--- src/rtl/cpu_defs.sv ---
// Shared fetch-side definitions for the MIPS core.
// State encoding, word width and the queue entry layout.
package cpu_defs;

  localparam int INST_W = 32;
  localparam logic [31:0] RESET_PC_DEF = 32'h0000_0000;

  typedef enum logic [1:0] {
    S_IDLE,
    S_RUN,
    S_HALT,
    S_FAULT
  } fetch_state_t;

  typedef struct packed {
    logic [31:0]       pc;
    logic [INST_W-1:0] inst;
  } fetch_ent_t;

endpackage

--- src/rtl/fetch_queue.sv ---
// Small sync FIFO of {pc, inst} entries between ROM and decode.
// Push and pop may coincide even when full.
module fetch_queue
  import cpu_defs::*;
#(
  parameter int QDEPTH = 2
) (
  input  logic       clk,
  input  logic       rst_n,
  input  logic       push,
  input  fetch_ent_t din,
  input  logic       pop,
  input  logic       flush,
  output fetch_ent_t dout,
  output logic       full,
  output logic       empty
);

  localparam int AW = $clog2(QDEPTH);

  fetch_ent_t     mem [QDEPTH];
  logic [AW:0]    wr_ptr;
  logic [AW:0]    rd_ptr;

  always_ff @(posedge clk or negedge rst_n) begin
    if (!rst_n) begin
      wr_ptr <= '0;
      rd_ptr <= '0;
    end else if (flush) begin
      wr_ptr <= '0;
      rd_ptr <= '0;
    end else begin
      if (push)
        wr_ptr <= wr_ptr + (AW+1)'(1);
      if (pop)
        rd_ptr <= rd_ptr + (AW+1)'(1);
    end
  end

  // Storage needs no reset; empty masks it downstream.
  always_ff @(posedge clk) begin
    if (push && !flush)
      mem[wr_ptr[AW-1:0]] <= din;
  end

  assign dout  = mem[rd_ptr[AW-1:0]];
  assign empty = (wr_ptr == rd_ptr);
  assign full  = (wr_ptr[AW] != rd_ptr[AW]) &&
                 (wr_ptr[AW-1:0] == rd_ptr[AW-1:0]);

endmodule

--- src/rtl/inst_fetch_ctrl.sv ---
// Instruction fetch sequencer: PC, ROM strobe, fetch queue,
// redirect/halt/fault control and the decode handshake.
module inst_fetch_ctrl
  import cpu_defs::*;
#(
  parameter logic [31:0] RESET_PC = RESET_PC_DEF,
  parameter int          QDEPTH   = 2
) (
  input  logic              clk,
  input  logic              rst_n,
  output logic              imem_ce,
  output logic [31:0]       imem_addr,
  input  logic [INST_W-1:0] imem_data,
  input  logic              redirect_vld,
  input  logic [31:0]       redirect_pc,
  input  logic              halt_req,
  output logic              out_vld,
  input  logic              out_rdy,
  output logic [31:0]       out_pc,
  output logic [INST_W-1:0] out_inst,
  output logic              halted,
  output logic              fault
);

  fetch_state_t state;
  logic [31:0]  pc;
  fetch_ent_t   head;
  fetch_ent_t   ent;
  logic         full;
  logic         empty;
  logic         pop;
  logic         fetch;

  assign out_vld = !empty && !redirect_vld;
  assign pop     = out_vld && out_rdy;
  assign fetch   = (state == S_RUN) && !redirect_vld &&
                   !halt_req && (!full || pop);

  assign imem_ce   = fetch;
  assign imem_addr = pc;
  assign out_pc    = out_vld ? head.pc   : '0;
  assign out_inst  = out_vld ? head.inst : '0;

  assign ent.pc   = pc;
  assign ent.inst = imem_data;

  always_ff @(posedge clk or negedge rst_n) begin
    if (!rst_n) begin
      state  <= S_IDLE;
      pc     <= RESET_PC;
      halted <= 1'b0;
      fault  <= 1'b0;
    end else if (state == S_IDLE) begin
      state <= S_RUN;
    end else if (redirect_vld) begin
      pc     <= redirect_pc;
      halted <= 1'b0;
      // Misaligned target parks the PC on the bad address.
      if (redirect_pc[1:0] != 2'b00) begin
        state <= S_FAULT;
        fault <= 1'b1;
      end else begin
        state <= S_RUN;
        fault <= 1'b0;
      end
    end else begin
      if (fetch)
        pc <= pc + 32'd4;
      if (state == S_RUN && halt_req) begin
        state  <= S_HALT;
        halted <= 1'b1;
      end
    end
  end

  fetch_queue #(
    .QDEPTH(QDEPTH)
  ) u_queue (
    .clk  (clk),
    .rst_n(rst_n),
    .push (fetch),
    .din  (ent),
    .pop  (pop),
    .flush(redirect_vld),
    .dout (head),
    .full (full),
    .empty(empty)
  );

endmodule

--- config.mk ---
export PLATFORM = sky130hd
export DESIGN_NAME = inst_fetch_ctrl
export DESIGN_NICKNAME = d
export VERILOG_FILES = /design/src/rtl/cpu_defs.sv /design/src/rtl/fetch_queue.sv /design/src/rtl/inst_fetch_ctrl.sv
export SDC_FILE = /design/constraint.sdc
export NUM_CORES = 1
export LEC_CHECK = 0
export BUFFER_PORTS_ARGS = -buffer_cell sky130_fd_sc_hd__clkbuf_2
export CAP_MARGIN = 15
export CORE_ASPECT_RATIO = 1.25
export CORE_MARGIN = 1
export CORE_UTILIZATION = 54
export CTS_CLUSTER_SIZE = 24
export DETAILED_ROUTE_END_ITERATION = 8
export GPL_ROUTABILITY_DRIVEN = 0
export PLACE_DENSITY = 0.84
export RECOVER_POWER = 100
export REMOVE_ABC_BUFFERS = 1
export SLEW_MARGIN = 10
export SYNTH_ARGS = -nofsm -noshare
export SYNTH_HDL_FRONTEND = slang
export SYNTH_SLANG_ARGS = --single-unit
--- constraint.sdc ---
create_clock -name clk -period 5.4 [get_ports clk]
set_input_delay 0.54 -clock clk [delete_from_list [all_inputs] [get_ports clk]]
set_output_delay 0.54 -clock clk [all_outputs]
set_load 0.05 [all_outputs]
==> results.txt <==
Clock-pin slew on the worst setup and hold paths - 70 ps
Top FF cell, synth - edfxtp_1
Core Footprint - 13200 µm²
Final setup vio count - 0
Overall routing resource usage - 24.2%
Maximum VDD drop - 0.000201 V
DRT Wirelength - 16600 µm
First-pass GRT wire length - 26100 µm
Sw frac - 30.9%
Commonest non-fill, non-tap cell in the layout - clkbuf_1
Final HPWL DP - 10900 µm
Status - complete, but fails checks
Via Count - 5308
Internal - 2.18 mW
Diode count - 0
Final TNS setup - 0 ps
FMAX - 251 MHz
Clock Power Share - 36.9%
Pin count of the biggest net entering global routing - 66
Place WS - 1880 ps
Comb pwr share - 13.9%
M3 GR Usage - 4.89%
Ys async rst share - 23.8%
Die area - 13900 µm²
Count of pins over their slew limit - 193
Die Span Y - 132 µm
Routing usage on met1 - 30.4%
RSZ-0062 raised after global routing - false
Initial Util - 55.2%
Critical Path Source Type - input pin
Failing checks - capacitance limit, slew limit
FILL cells - 1053
Share of cells above drive strength 1 - 10.8%
Iteration-0 DRC Markers - 608
Sink Count - 168
Synth Cell Area - 7270 µm²
Yosys cell types - 54
Number of gates resized after CTS - 0
Avg Cell Area, Syn - 12.8 µm²
WP data required - 5630 ps
FF-to-FF setup slack - 1700 ps
Detail Route Antenna Nets - 0
Top Ports - 169
EDFF count, synth - 128
Cell row count - 47
Clock Path Buffers - 2
GRT Max-Usage Layer - met2
Port Buffers - 168
Worst Max-Slew Pin Slew - 2210 ps
DRC - 0
P_leak - 2.90 nW
Via density - 5.82
Antenna violations before repair - 0
Reg power frac - 49.2%
Maxcap violations - 4
CP max FO - 65
Most frequent cells in the layout - 134 x clkbuf_1, 128 x edfxtp_1, 88 x nor2_1, 68 x mux2i_1, 39 x dfrtp_1
Clock root buffer - clkbuf_16
DR WL/cell - 18.2 µm
NetSw - 0.975 mW
Register area share after synthesis - 66.6%
CTS tree - yes
Critical path endpoint category - flip-flop
Total CTS buffers - 17
Post-Place Cells - 880
Setup Crit Path Kind - input pin to flip-flop
Worst Skew - 7.05 ps
Minimum clock period - 3990 ps
Skew-Pair Late Insertion Delay - 420 ps
Total grt overflow - 0
H-Tree Depth - 4
Final hold violation count - 0
Hold_buf cts - 0
Synth-to-layout area growth - 18.9%
Yosys reg bits - 168
Synth Instances - 567
Crit share post-route - 73.8%
Critical Path AT - 4210 ps
Setup Fix Bufs, Post-CTS - 0
Hold crit path type - input pin to flip-flop
Drt pass-1 iters - 5
Die W - 106 µm
Post-route setup slack - 1410 ps
Final core occ - 65.6%
Synth warn - 0
Relative slew slack - -47.1%
Met2 global-route usage - 40.8%
Pwr dens - 365 nW/µm²
Final net count - 798
Post-Layout Cell Count - 912
Vias in the first global route - 5170
[logic make-up after synthesis]
kind of cell	share of synthesized area [%]
simple gates	12.1
flops	66.6
compound gates	8.94
mux	9.36
buf+inv	2.05
xor+xnor	0.809
fa+ha+maj	0.172
[synthesized netlist by cell type (all sizes together), types with 6 or more instances]
library cell  instances  area [µm²]
a21oi                24         120
buf                  12        55.1
clkbuf               19        71.3
dfrtp                40        1000
edfxtp              128        3840
inv                   6        22.5
mux2i                68         681
nand2                35         131
nand3                21         110
nand4                 7        43.8
nor2                 89         334
nor3                  7        40.0
nor4                  6        37.5
o21ai                23         115
o22ai                10        62.6
[sequential cells by signal, summed over array words and instances (netlist names)]
register	flops
u_queue.wr_ptr	2
fault	1
imem_addr	32
halted	1
u_queue.rd_ptr	2
u_queue.mem	128
state	2
[through the flow]
stage / hold WS, ps / instance area, µm² / power [mW]
5_1_grt: 299 / 8650 / 3.26
2_1_floorplan: 244 / 7150 / 1.87
6_report: 306 / 8650 / 3.16
3_3_place_gp: 474 / 8260 / 2.02
4_1_cts: 296 / 8840 / 3.18
3_5_place_dp: 491 / 8260 / 2.03
[path summary, 6_finish.rpt]
check	endpoint	start	cells past startpoint
worst max-delay path	u_queue.wr_ptr[1]	redirect_vld	8
worst min-delay path	u_queue.mem[0][5]	imem_data[5]	1
worst max register to register	u_queue.mem[0][41]	u_queue.rd_ptr[0]	5
worst min register to register	fault	fault	2
max in group asynchronous	u_queue.rd_ptr[0]	rst_n	1
min in group asynchronous	fault	rst_n	1
[layout make-up]
type	instances	area, µm²	share of cell area, %
sequential	168	4850	56.1
multi-input combinational	362	2280	26.3
timing repair buffer	173	703	8.13
clock buffer	17	425	4.92
tap	171	214	2.47
clock inverter	15	156	1.81
inverter	6	22.5	0.260
[layer usage]
layer  vias up  wire, µm
met5         -         0
met4         0       392
met3        30      1150
met2       253      8420
met1      2570      6610
li1       2455         -
[power groups by stage]
stage,Clock (mW),Combinational (mW),Sequential (mW)
floorplan,0,0.186,1.69
global placement,0,0.443,1.57
detailed placement,0,0.453,1.58
CTS,1.18,0.455,1.55
global route,1.23,0.465,1.56
finish,1.17,0.438,1.55
[critical path, cell delays in order]
cell	delay [ps]
clkbuf_1	1430
nor2b_1	150
nor3_1	460
nand2b_1	340
inv_2	120
and2_2	700
xnor2_1	360
nor2_1	60
No activity file was read; power rests on OpenSTA's default activity.
